$ cat src/rtl/funct_sequencer_if.sv
// rtl/funct_sequencer_if.sv - requester/sequencer handshake and control outputs for funct_sequencer
interface funct_sequencer_if;
    logic       InValid;
    logic [5:0] Funct;
    logic       InReady;
    logic [5:0] Signal;
    logic       MulEn;
    logic [5:0] MulCnt;
    logic       HiLoWe;
    logic       OutValid;
    logic       IllegalOp;

    modport master (
        output InValid, Funct,
        input  InReady, Signal, MulEn, MulCnt, HiLoWe, OutValid, IllegalOp
    );

    modport slave (
        input  InValid, Funct,
        output InReady, Signal, MulEn, MulCnt, HiLoWe, OutValid, IllegalOp
    );
endinterface

$ cat src/rtl/funct_sequencer.sv
// rtl/funct_sequencer.sv - funct-code sequencer: single-cycle ops, multi-cycle MULTU and HiLo writeback
module funct_sequencer #(
    parameter int MUL_CYCLES = 32
) (
    input  logic             clk,
    input  logic             reset,
    funct_sequencer_if.slave bus
);
    localparam logic [5:0] F_MULTU  = 6'b011001;
    localparam logic [5:0] MUL_LAST = 6'(MUL_CYCLES - 1);

    typedef enum logic [1:0] {IDLE, EXEC, MUL, WB} state_t;

    state_t     state;
    logic [5:0] signal_q;
    logic       mul_en_q;
    logic [5:0] mul_cnt_q;
    logic       hilo_we_q;
    logic       out_valid_q;
    logic       illegal_q;

    function automatic logic is_single(input logic [5:0] f);
        case (f)
            6'b100100, 6'b100101, 6'b100000, 6'b100010,
            6'b101010, 6'b000010, 6'b010000, 6'b010010: return 1'b1;
            default:                                    return 1'b0;
        endcase
    endfunction

    // Outputs are registered from the next state, so each state's values
    // appear during the cycle the FSM occupies that state.
    always_ff @(posedge clk or negedge reset) begin
        if (!reset) begin
            state       <= IDLE;
            signal_q    <= 6'b0;
            mul_en_q    <= 1'b0;
            mul_cnt_q   <= 6'b0;
            hilo_we_q   <= 1'b0;
            out_valid_q <= 1'b0;
            illegal_q   <= 1'b0;
        end else begin
            signal_q    <= 6'b0;
            mul_en_q    <= 1'b0;
            mul_cnt_q   <= 6'b0;
            hilo_we_q   <= 1'b0;
            out_valid_q <= 1'b0;
            illegal_q   <= 1'b0;
            case (state)
                IDLE: begin
                    if (bus.InValid) begin
                        if (bus.Funct == F_MULTU) begin
                            state    <= MUL;
                            signal_q <= F_MULTU;
                            mul_en_q <= 1'b1;
                        end else begin
                            state       <= EXEC;
                            out_valid_q <= 1'b1;
                            // Undecoded codes drive zero so the result mux yields zero.
                            if (is_single(bus.Funct)) signal_q  <= bus.Funct;
                            else                      illegal_q <= 1'b1;
                        end
                    end
                end
                EXEC: state <= IDLE;
                MUL: begin
                    signal_q <= F_MULTU;
                    if (mul_cnt_q == MUL_LAST) begin
                        state       <= WB;
                        hilo_we_q   <= 1'b1;
                        out_valid_q <= 1'b1;
                    end else begin
                        mul_en_q  <= 1'b1;
                        mul_cnt_q <= mul_cnt_q + 6'd1;
                    end
                end
                WB:      state <= IDLE;
                default: state <= IDLE;
            endcase
        end
    end

    // Gated by reset so the requester sees not-ready while reset is held.
    assign bus.InReady   = (state == IDLE) && reset;
    assign bus.Signal    = signal_q;
    assign bus.MulEn     = mul_en_q;
    assign bus.MulCnt    = mul_cnt_q;
    assign bus.HiLoWe    = hilo_we_q;
    assign bus.OutValid  = out_valid_q;
    assign bus.IllegalOp = illegal_q;
endmodule

$ cat src/flat_wrapper.sv
// flat-port wrapper written by rule: the top's interface ports become plain ports
module funct_sequencer_flat 
#(
    parameter int MUL_CYCLES = 32
)
  (clk, reset, bus_InValid, bus_Funct, bus_InReady, bus_Signal, bus_MulEn, bus_MulCnt, bus_HiLoWe, bus_OutValid, bus_IllegalOp);
  funct_sequencer_if bus_i ();
  input  logic clk;
  input  logic reset;
  input wire logic [$bits(bus_i.InValid)-1:0] bus_InValid;
  input wire logic [$bits(bus_i.Funct)-1:0] bus_Funct;
  output wire logic [$bits(bus_i.InReady)-1:0] bus_InReady;
  output wire logic [$bits(bus_i.Signal)-1:0] bus_Signal;
  output wire logic [$bits(bus_i.MulEn)-1:0] bus_MulEn;
  output wire logic [$bits(bus_i.MulCnt)-1:0] bus_MulCnt;
  output wire logic [$bits(bus_i.HiLoWe)-1:0] bus_HiLoWe;
  output wire logic [$bits(bus_i.OutValid)-1:0] bus_OutValid;
  output wire logic [$bits(bus_i.IllegalOp)-1:0] bus_IllegalOp;
  assign bus_i.InValid = bus_InValid;
  assign bus_i.Funct = bus_Funct;
  assign bus_InReady = bus_i.InReady;
  assign bus_Signal = bus_i.Signal;
  assign bus_MulEn = bus_i.MulEn;
  assign bus_MulCnt = bus_i.MulCnt;
  assign bus_HiLoWe = bus_i.HiLoWe;
  assign bus_OutValid = bus_i.OutValid;
  assign bus_IllegalOp = bus_i.IllegalOp;
  funct_sequencer #(.MUL_CYCLES(MUL_CYCLES)) u_core (.clk(clk), .reset(reset), .bus(bus_i));
endmodule
$ cat config.mk
export PLATFORM = sky130hd
export DESIGN_NAME = funct_sequencer_flat
export DESIGN_NICKNAME = d
export VERILOG_FILES = /design/src/rtl/funct_sequencer_if.sv /design/src/rtl/funct_sequencer.sv /design/src/flat_wrapper.sv
export SDC_FILE = /design/constraint.sdc
export NUM_CORES = 1
export LEC_CHECK = 0
export CORE_MARGIN = 8
export CORE_UTILIZATION = 63
export DETAILED_ROUTE_END_ITERATION = 10
export DONT_BUFFER_PORTS = 1
export PLACE_DENSITY = 0.79
export SYNTH_ARGS = -nofsm -noshare
export SYNTH_HDL_FRONTEND = slang
export SYNTH_SLANG_ARGS = --single-unit
$ cat constraint.sdc
create_clock -name clk -period 4.25 [get_ports clk]
set_clock_uncertainty 0.05 [all_clocks]
set_input_delay 0.2125 -clock clk [delete_from_list [all_inputs] [get_ports clk]]
set_output_delay 0.2125 -clock clk [all_outputs]
set_load 0.1 [all_outputs]
==> results of run 1 <==
[logic make-up (layout without fill, tap and decap cells)]
logic type | count (synthesis) | count (layout) | share of synthesized area
AND/OR/NAND/NOR | 33 | 33 | 0.2317
AO/OA/AOI/OAI | 18 | 18 | 0.1554
flip-flops | 18 | 18 | 0.5279
buffers and inverters | 6 | 14 | 0.02639
XOR/XNOR | 3 | 3 | 0.03080
adder cells (fa/ha/maj) | 1 | 1 | 0.01466
multiplexers | 1 | 1 | 0.01320
[routing by layer]
metal  part of all wire  track usage  up-vias
li1                   -            -      306
met1               0.41       0.1922      318
met2               0.44       0.1934       30
met3               0.13      0.07670        6
met4              0.021      0.05172        0
met5                  0            0        -
[per-stage QoR]
stage / util / area (µm²)
finish: 0.7585 / 974.7
detailed placement: 0.6991 / 898.4
CTS: 0.7585 / 974.7
global route: 0.7585 / 974.7
global placement: 0.6991 / 898.4
floorplan: - / 853.3
[worst max-delay path, cell delays in order, from the launching register on]
cell and delay, ps:
dfrtp_1 770, ha_1 450, or4_1 560, a21oi_1 190
[area by class of cell]
type | count | area, µm² | share of cell area
clock buffer | 4 | 36.28 | 0.03723
inverter | 5 | 18.77 | 0.01926
multi-input combinational | 56 | 385.4 | 0.3954
sequential | 18 | 450.4 | 0.4621
tap | 15 | 18.77 | 0.01926
timing repair buffer | 5 | 65.06 | 0.06675
[power by group]
part	internal (W)	switching, W
clock	0.0000522	0.0000519
combinational	0.0000139	0.0000176
sequential	0.000174	0.0000250
total	0.000240	0.0000945
[sequential cells by signal, summed over array words and instances, names as in the netlist]
name,flops
u_core.bus.OutValid,1
u_core.bus.HiLoWe,1
u_core.bus.MulCnt,6
u_core.state,2
u_core.bus.MulEn,1
u_core.bus.IllegalOp,1
u_core.bus.Signal,6
[final timing paths]
check,start,to,slack [ps],cells after the start
max,u_core.bus.MulCnt[0]$_DFF_PN0_,u_core.bus.MulCnt[5]$_DFF_PN0_,2140,3
min,bus_Funct[2],u_core.bus.Signal[2]$_DFF_PN0_,40,1
max reg2reg,u_core.bus.MulCnt[0]$_DFF_PN0_,u_core.bus.MulCnt[5]$_DFF_PN0_,2140,3
min reg2reg,u_core.state[0]$_DFFE_PN0P_,u_core.state[1]$_DFFE_PN0P_,560,1
max in group asynchronous,reset,u_core.bus.MulCnt[2]$_DFF_PN0_,3280,1
min in group asynchronous,reset,u_core.state[0]$_DFFE_PN0P_,380,1
[synthesized netlist by cell type]
cell type,instances
a21o_1,1
a21oi_1,5
and3_1,2
clkbuf_1,1
dfrtp_1,18
ha_1,1
inv_1,5
mux2_2,1
nand2_1,2
nand2b_1,6
nand3_1,3
nand4bb_2,1
nor2_1,8
nor2b_1,2
nor3_1,1
nor3b_1,2
nor4_1,3
nor4b_1,1
o211a_1,1
o211ai_1,1
o21a_1,1
o21ai_0,2
o22a_1,1
o311a_1,1
o31a_1,1
o31ai_1,1
o31ai_2,1
o41ai_1,2
or3_4,1
or4_1,1
xnor2_1,2
xor2_1,1
[repair_timing]
item | in CTS | in global routing
buffers inserted | 0 | 0
hold buffers | 4 | 0
endpoints found under the hold margin | 22 | 0
==> flow_metrics.env, run 1 <==
export IMPL_critical_path_class="register to register"
export IMPL_vias=660
export IMPL_worstSetupStartpointType="register"
export IMPL_synth_distinct_cells=32
export IMPL_grt_max_degree=19
export IMPL_fmax_ghz=0.4750
export IMPL_ir_worst_vdd_mv=0.3011
export IMPL_final_common_cell="dfrtp_1"
export IMPL_antenna_found_initial=0
export IMPL_root_buffer="clkbuf_4"
export IMPL_die_area_um2=2788
export IMPL_yosysSeqAreaShare=0.5279
export IMPL_hold_class="input pin to register"
export IMPL_grt_pass1_wl_um=3029
export IMPL_crit_path_end_kind="register"
export IMPL_synthTopCellsByArea="dfrtp_1, nand2b_1, nor2_1"
export IMPL_post_synth_cell_area_avg_um2=10.67
export IMPL_final_hold_viol_count=0
export IMPL_cp_max_fo=5
export IMPL_cts_buffers_inserted=3
export IMPL_n_antenna_cell=0
export IMPL_die_height_um=52.81
export IMPL_slew_headroom=0.3374
export IMPL_fillers=78
export IMPL_cts_resized=0
export IMPL_coreArea_um2=1285
export IMPL_cts_sinks=18
export IMPL_hold_worst_slack_ps=37.32
export IMPL_ys_warn_count=0
export IMPL_clkLatencyLatePin_ps=290
export IMPL_final_cells=103
export IMPL_setup_viol=0
export IMPL_std_cell_rows=13
export IMPL_setup_slack_ps=2145
export IMPL_grt_overflow=0
export IMPL_p_leak_nw=0.4470
export IMPL_nets=99
export IMPL_drt_iter0_drc=36
export IMPL_post_route_period_util=0.4953
export IMPL_io_buffers=0
export IMPL_grt_setup_unrepaired="no"
export IMPL_yosys_area_top_type_share=0.5279
export IMPL_drtAntennaViolNets=0
export IMPL_htreeDepth=1
export IMPL_cap_violations=0
export IMPL_start_util=0.6641
export IMPL_die_w_um=52.81
export IMPL_cp_data_required_time_ps=4400
export IMPL_synth_nets=90
export IMPL_synth_area_leader_cell="dfrtp_1"
export IMPL_synth_area_um2=853.3
export IMPL_hpwl_um=1368
export IMPL_finalCriticalPeriod_ps=2105
export IMPL_path_clk_slew_ps=100
export IMPL_syn_inst=80
export IMPL_drc=0
export IMPL_dp_cells=95
export IMPL_dpl_worst_slack_ps=2189
export IMPL_tightestPinTransition_ps=993.9
export IMPL_dr_pass1_iters=4
export IMPL_via_per_inst=6.408
export IMPL_place_congestion=0.8004
export IMPL_drive_above_1_share=0.1136
export IMPL_wl_per_cell_um=18.23
export IMPL_status="finished, final reports clean"
export IMPL_clock_path_buffers=2
export IMPL_syn2layout_area_growth_pct=14.22
export IMPL_synth_seq_cells=18
export IMPL_p_per_area_nw_per_um2=343.7
export IMPL_layout_common_cells="dfrtp_1, nor2_1, nand2b_1"
export IMPL_cts_tree="done"
export IMPL_p_total_w=0.0003350
export IMPL_cp_arrival_ps=2260
export IMPL_grtUsageTotal=0.1451
export IMPL_drv_slew=0
export IMPL_grt_pass1_vias=631
export IMPL_ios=26
export IMPL_fin_setup_tns_ps=0
export IMPL_wirelength_um=1878
(Power assumes the default switching activity.)
==> inputs of run 2 (changes only) <==
--- a/config.mk
+++ b/config.mk
@@ -6,10 +6,10 @@
 export NUM_CORES = 1
 export LEC_CHECK = 0
 export CORE_MARGIN = 8
-export CORE_UTILIZATION = 63
+export CORE_UTILIZATION = 53
 export DETAILED_ROUTE_END_ITERATION = 10
 export DONT_BUFFER_PORTS = 1
-export PLACE_DENSITY = 0.79
+export PLACE_DENSITY = 0.71
 export SYNTH_ARGS = -nofsm -noshare
 export SYNTH_HDL_FRONTEND = slang
 export SYNTH_SLANG_ARGS = --single-unit
==> constraint.sdc (replaced) <==
create_clock -name clk -period 1.79 [get_ports clk]
set_clock_uncertainty 0.05 [all_clocks]
set_input_delay 0.0895 -clock clk [delete_from_list [all_inputs] [get_ports clk]]
set_output_delay 0.0895 -clock clk [all_outputs]
set_load 0.1 [all_outputs]
==> flow_metrics.env, run 2 (synthesis gave the netlist of run 1 again) <==
export IMPL_io_buffers=0
export IMPL_root_buffer="clkbuf_4"
export IMPL_grt_pass1_wl_um=3450
export IMPL_fillers=106
export IMPL_hold_class="input pin to register"
export IMPL_cts_buffers_inserted=3
export IMPL_slew_headroom=0.4747
export IMPL_die_w_um=56.13
export IMPL_antenna_found_initial=0
export IMPL_nets=123
export IMPL_critical_path_class="register to register"
export IMPL_drive_above_1_share=0.2589
export IMPL_hp_start="bus_Funct[0]"
export IMPL_holdPathEnd="u_core.bus.Signal[1]$_DFF_PN0_"
export IMPL_drc=0
export IMPL_final_common_cell="buf_4"
export IMPL_drtAntennaViolNets=0
export IMPL_reg2reg_to="u_core.bus.Signal[4]$_DFF_PN0_"
export IMPL_clkLatencyLatePin_ps=300
export IMPL_tightestPinTransition_ps=785.4
export IMPL_status="finished, final reports clean"
export IMPL_wirelength_um=2151
export IMPL_path_clk_slew_ps=100
export IMPL_coreArea_um2=1506
export IMPL_final_hold_viol_count=0
export IMPL_htreeDepth=1
export IMPL_std_cell_rows=14
export IMPL_cap_violations=0
export IMPL_design_area_um2=1160
export IMPL_wl_met3_um=168
export IMPL_grt_overflow=0
export IMPL_finalCriticalPeriod_ps=1673
export IMPL_grt_pass1_vias=777
export IMPL_cts_tree="done"
export IMPL_final_cells=128
export IMPL_hpwl_um=1381
export IMPL_cp_arrival_ps=1860
export IMPL_cp_max_fo=8
export IMPL_ios=26
export IMPL_p_total_w=0.0007796
export IMPL_wl_per_cell_um=16.80
export IMPL_r2r_start="u_core.state[0]$_DFFE_PN0P_"
export IMPL_dp_cells=112
export IMPL_grt_max_degree=19
export IMPL_place_area_um2=1012
export IMPL_p_leak_nw=0.5587
export IMPL_die_area_um2=3150
export IMPL_ir_worst_vdd_mv=0.4557
export IMPL_cp_data_required_time_ps=1980
export IMPL_setup_viol=0
export IMPL_cts_sinks=18
export IMPL_fin_setup_tns_ps=0
export IMPL_seq_area_um2=455.4
export IMPL_reg2reg_depth=3
export IMPL_reg2reg_slack_ps=120
export IMPL_via_per_inst=5.953
export IMPL_n_antenna_cell=0
export IMPL_die_height_um=56.13
export IMPL_holdPathStages=2
export IMPL_setup_slack_ps=116.8
export IMPL_wl_met1_um=952
export IMPL_p_per_area_nw_per_um2=672.2
export IMPL_fmax_ghz=0.5977
export IMPL_post_route_period_util=0.9347
export IMPL_drv_slew=0
export IMPL_clock_path_buffers=2
export IMPL_dr_wl_met2_um=1023
export IMPL_multi_input_area_um2=391.6
export IMPL_grtUsageTotal=0.1299
export IMPL_dpl_worst_slack_ps=353.7
export IMPL_syn2layout_area_growth_pct=35.92
export IMPL_worstSetupStartpointType="register"
export IMPL_layout_common_cells="buf_4, dfrtp_1, dlygate4sd3_1"
export IMPL_vias=762
export IMPL_place_congestion=0.8554
export IMPL_dr_pass1_iters=4
export IMPL_crit_path_end_kind="register"
export IMPL_drt_iter0_drc=29
export IMPL_grt_setup_unrepaired="no"
export IMPL_routed_top_layer="met4"
export IMPL_start_util=0.5664
## run 2: cell count changes in the layout (fill, tap and decap cells not counted)
cell           change
nor3b_4            +1
clkbuf_16          -1
nor3b_2            -1
dlygate4sd3_1      +8
buf_4             +17
dfrtp_1            -4
clkbuf_1           +1
dfrtp_2            +4
clkbuf_8           -1
## run 2: routing by layer
layer | vias to the layer above | track usage
li1 | 358 | -
met1 | 365 | 0.1513
met2 | 37 | 0.2076
met3 | 2 | 0.05936
met4 | 0 | 0.03780
met5 | - | 0
## run 2: cell type report
| type | instances | area share |
|---|---|---|
| Multi-Input combinational cell | 56 | 0.3376 |
| Timing Repair Buffer | 29 | 0.2136 |
| Clock buffer | 4 | 0.02265 |
| Inverter | 5 | 0.01618 |
| Sequential cell | 18 | 0.3927 |
| Tap cell | 16 | 0.01726 |
## run 2: worst max path at each step
stage / startpoint / end / slack, ps / cells after the start
final: u_core.state[0]$_DFFE_PN0P_ / u_core.bus.Signal[4]$_DFF_PN0_ / 120 / 3
after global routing: u_core.state[0]$_DFFE_PN0P_ / u_core.bus.Signal[0]$_DFF_PN0_ / 30 / 3
after CTS: u_core.state[0]$_DFFE_PN0P_ / u_core.bus.Signal[0]$_DFF_PN0_ / 80 / 3
after detailed placement: u_core.bus.MulCnt[0]$_DFF_PN0_ / u_core.bus.MulCnt[5]$_DFF_PN0_ / 350 / 3
after global placement: u_core.bus.MulCnt[0]$_DFF_PN0_ / u_core.bus.MulCnt[5]$_DFF_PN0_ / 390 / 3
after floorplan: u_core.state[0]$_DFFE_PN0P_ / bus_InReady / -30 / 1
## run 2: through the flow
stage	hold slack, ps	util
floorplan	-256.1	-
global placement	-255.5	0.6719
detailed placement	-255.5	0.6719
CTS	8.740	0.7558
global route	15.50	0.7699
finish	11.53	0.7699
## run 2: what timing repair did
item                                    in CTS  in global routing
resized for setup                            0                  1
hold endpoints to repair                    29                  1
hold buffers                                10                  2
setup buffers                                0                  0
endpoints found under the setup margin       0                  1
## run 2: report_power, final
| group | switching (W) | internal (W) |
|---|---|---|
| Clock | 0.000124 | 0.0000868 |
| Combinational | 0.0000991 | 0.0000463 |
| Sequential | 0.00000758 | 0.000415 |
| Total | 0.000231 | 0.000549 |
## run 2: worst max-delay path, stage by stage, from the launching register on
cell and delay, ps:
dfrtp_2 470, nand2b_1 200, o41ai_1 300, dlygate4sd3_1 590
==> inputs of run 3 (changes only) <==
--- a/config.mk
+++ b/config.mk
@@ -5,6 +5,7 @@
 export SDC_FILE = /design/constraint.sdc
 export NUM_CORES = 1
 export LEC_CHECK = 0
+export ABC_AREA = 1
 export CORE_MARGIN = 8
 export CORE_UTILIZATION = 53
 export DETAILED_ROUTE_END_ITERATION = 10
==> flow_metrics.env, run 3 <==
export IMPL_status="finished, final reports clean"
export IMPL_r2r_start="u_core.state[0]$_DFFE_PN0P_"
export IMPL_dp_cells=135
export IMPL_drc=0
export IMPL_hold_class="input pin to register"
export IMPL_grtUsageTotal=0.1190
export IMPL_drv_slew=0
export IMPL_grt_overflow=0
export IMPL_reg2reg_depth=6
export IMPL_cts_buffers_inserted=3
export IMPL_synthMostInstantiatedCell="nand2_1"
export IMPL_grt_max_degree=19
export IMPL_yosys_area_share_simple=0.3168
export IMPL_drt_iter0_drc=14
export IMPL_dpl_worst_slack_ps=463.0
export IMPL_synth_ff_type="dfrtp_1"
export IMPL_place_congestion=0.8146
export IMPL_reg2reg_slack_ps=110
export IMPL_start_util=0.5739
export IMPL_grt_pass1_vias=752
export IMPL_holdPathStages=3
export IMPL_worstSetupStartpointType="register"
export IMPL_synth_area_um2=884.6
export IMPL_setup_viol=0
export IMPL_path_clk_slew_ps=100
export IMPL_die_w_um=56.86
export IMPL_hp_start="bus_Funct[2]"
export IMPL_ys_warn_count=0
export IMPL_p_total_w=0.0007604
export IMPL_cap_violations=0
export IMPL_reg2reg_to="u_core.bus.Signal[1]$_DFF_PN0_"
export IMPL_clock_path_buffers=2
export IMPL_worstSetupStartpoint="u_core.state[0]$_DFFE_PN0P_"
export IMPL_io_buffers=0
export IMPL_drive_above_1_share=0.3333
export IMPL_async_flop_share=1.000
export IMPL_synth_area_leader_cell="dfrtp_1"
export IMPL_synthTopCellsByArea="dfrtp_1, nand2_1, nor2_1"
export IMPL_fillers=121
export IMPL_cp_max_fo=4
export IMPL_post_route_period_util=0.9399
export IMPL_setup_slack_ps=107.5
export IMPL_fin_setup_tns_ps=0
export IMPL_final_hold_viol_count=0
export IMPL_yosys_area_top_type_share=0.5092
export IMPL_yosysSeqAreaShare=0.5092
export IMPL_p_per_area_nw_per_um2=671.5
export IMPL_final_cells=145
export IMPL_hpwl_um=1420
export IMPL_final_common_cell="nand2_1"
export IMPL_wl_per_cell_um=12.47
export IMPL_cp_endpoint="u_core.bus.Signal[1]$_DFF_PN0_"
export IMPL_crit_path_end_kind="register"
export IMPL_wirelength_um=1808
export IMPL_synth_top_family_by_area="simple AND/OR/NAND/NOR gates"
export IMPL_synth_compound_area_frac=0.07638
export IMPL_die_height_um=56.86
export IMPL_cp_data_required_time_ps=1970
export IMPL_p_leak_nw=0.5907
export IMPL_clkLatencyLatePin_ps=290
export IMPL_fmax_ghz=0.5944
export IMPL_cts_sinks=18
export IMPL_finalCriticalPeriod_ps=1682
export IMPL_ir_worst_vdd_mv=0.4735
export IMPL_via_per_inst=4.966
export IMPL_critical_path_class="register to register"
export IMPL_grt_pass1_wl_um=3194
export IMPL_drtAntennaViolNets=0
export IMPL_syn2layout_area_growth_pct=28.01
export IMPL_synth_edf_count=0
export IMPL_synth_top_cells_by_count="nand2_1, dfrtp_1, nor2_1"
export IMPL_htreeDepth=1
export IMPL_nets=140
export IMPL_coreArea_um2=1541
export IMPL_die_area_um2=3232
export IMPL_root_buffer="clkbuf_4"
export IMPL_n_antenna_cell=0
export IMPL_antenna_found_initial=0
export IMPL_cts_tree="done"
export IMPL_layout_common_cells="nand2_1, buf_4, dfrtp_1"
export IMPL_post_synth_cell_area_avg_um2=8.673
export IMPL_place_area_um2=1046
export IMPL_std_cell_rows=14
export IMPL_vias=720
export IMPL_slew_headroom=0.4952
export IMPL_synth_mux_area_fraction=0
export IMPL_grt_setup_unrepaired="no"
export IMPL_tightestPinTransition_ps=754.7
export IMPL_synth_nets=112
export IMPL_design_area_um2=1132
export IMPL_synth_xor_area_share=0.009901
export IMPL_syn_inst=102
export IMPL_synth_seq_cells=18
export IMPL_ios=26
export IMPL_synth_distinct_cells=24
export IMPL_dr_pass1_iters=4
export IMPL_cp_arrival_ps=1860
export IMPL_synth_adder_area_share=0.01414
[run 3: cell count changes after synthesis, moves of 3 or more]
cell | previous run | this run
inv_2 | 0 | 4
nor4_1 | 3 | 0
nand3_1 | 3 | 6
nor2_2 | 0 | 4
inv_1 | 5 | 12
nand2_1 | 2 | 19
nand2b_1 | 6 | 0
nor2_1 | 8 | 13
nand2_2 | 0 | 3
[run 3: per-layer routing]
| layer | track usage | share of wire | up-vias |
|---|---|---|---|
| met5 | 0 | 0 | - |
| met4 | 0.03020 | 0.011 | 0 |
| met3 | 0.05618 | 0.11 | 3 |
| met2 | 0.1865 | 0.45 | 26 |
| met1 | 0.1429 | 0.43 | 315 |
| li1 | - | - | 376 |
[run 3: worst max-delay path, stage by stage (launching register included)]
cell and delay, ps:
dfrtp_1 460, nor2_2 210, nand2_2 80, clkinv_2 80, nand3_1 90, a21oi_2 100
dlygate4sd3_1 550
[run 3: kinds of logic after synthesis]
kind of cell    Yosys count
fa+ha+maj                 1
compound gates           11
buf+inv                  17
simple gates             54
flops                    18
xor+xnor                  1
[run 3: layout make-up]
cell class,count,area [µm²],area share
well taps,16,20.02,0.01768
multi-input cells,67,380.4,0.3359
flip-flops and latches,18,452.9,0.4000
clock buffers,4,26.28,0.02320
inverters,17,65.06,0.05746
repair buffers,23,187.7,0.1657
[run 3: stage by stage]
| stage | utilization | hold WS (ps) |
|---|---|---|
| floorplan | - | -256.1 |
| CTS | 0.7346 | 3.270 |
| detailed placement | 0.6786 | -255.5 |
| finish | 0.7346 | 4.963 |
| global placement | 0.6786 | -255.5 |
| global route | 0.7346 | 16.71 |
[run 3: worst min path at each step]
stage | end | slack [ps]
after detailed placement | u_core.bus.MulCnt[3]$_DFF_PN0_ | -260
final | u_core.bus.Signal[4]$_DFF_PN0_ | 5
after floorplan | u_core.bus.HiLoWe$_DFF_PN0_ | -260
after CTS | u_core.bus.Signal[3]$_DFF_PN0_ | 3
after global placement | u_core.bus.MulCnt[3]$_DFF_PN0_ | -260
after global routing | u_core.state[1]$_DFFE_PN0P_ | 20
[run 3: power breakdown]
part / internal, W / switching (W) / leakage (nW) / total (W)
clock: 0.0000867 / 0.000119 / 0.0150 / 0.000205
sequential: 0.000414 / 0.00000496 / 0.244 / 0.000419
combinational: 0.0000359 / 0.000100 / 0.332 / 0.000136
[run 3: timing repair]
action,CTS,global route
hold buffers,6,0
resized for setup,0,0
buffers inserted,0,0
setup endpoints to repair,0,0
endpoints found under the hold margin,26,0
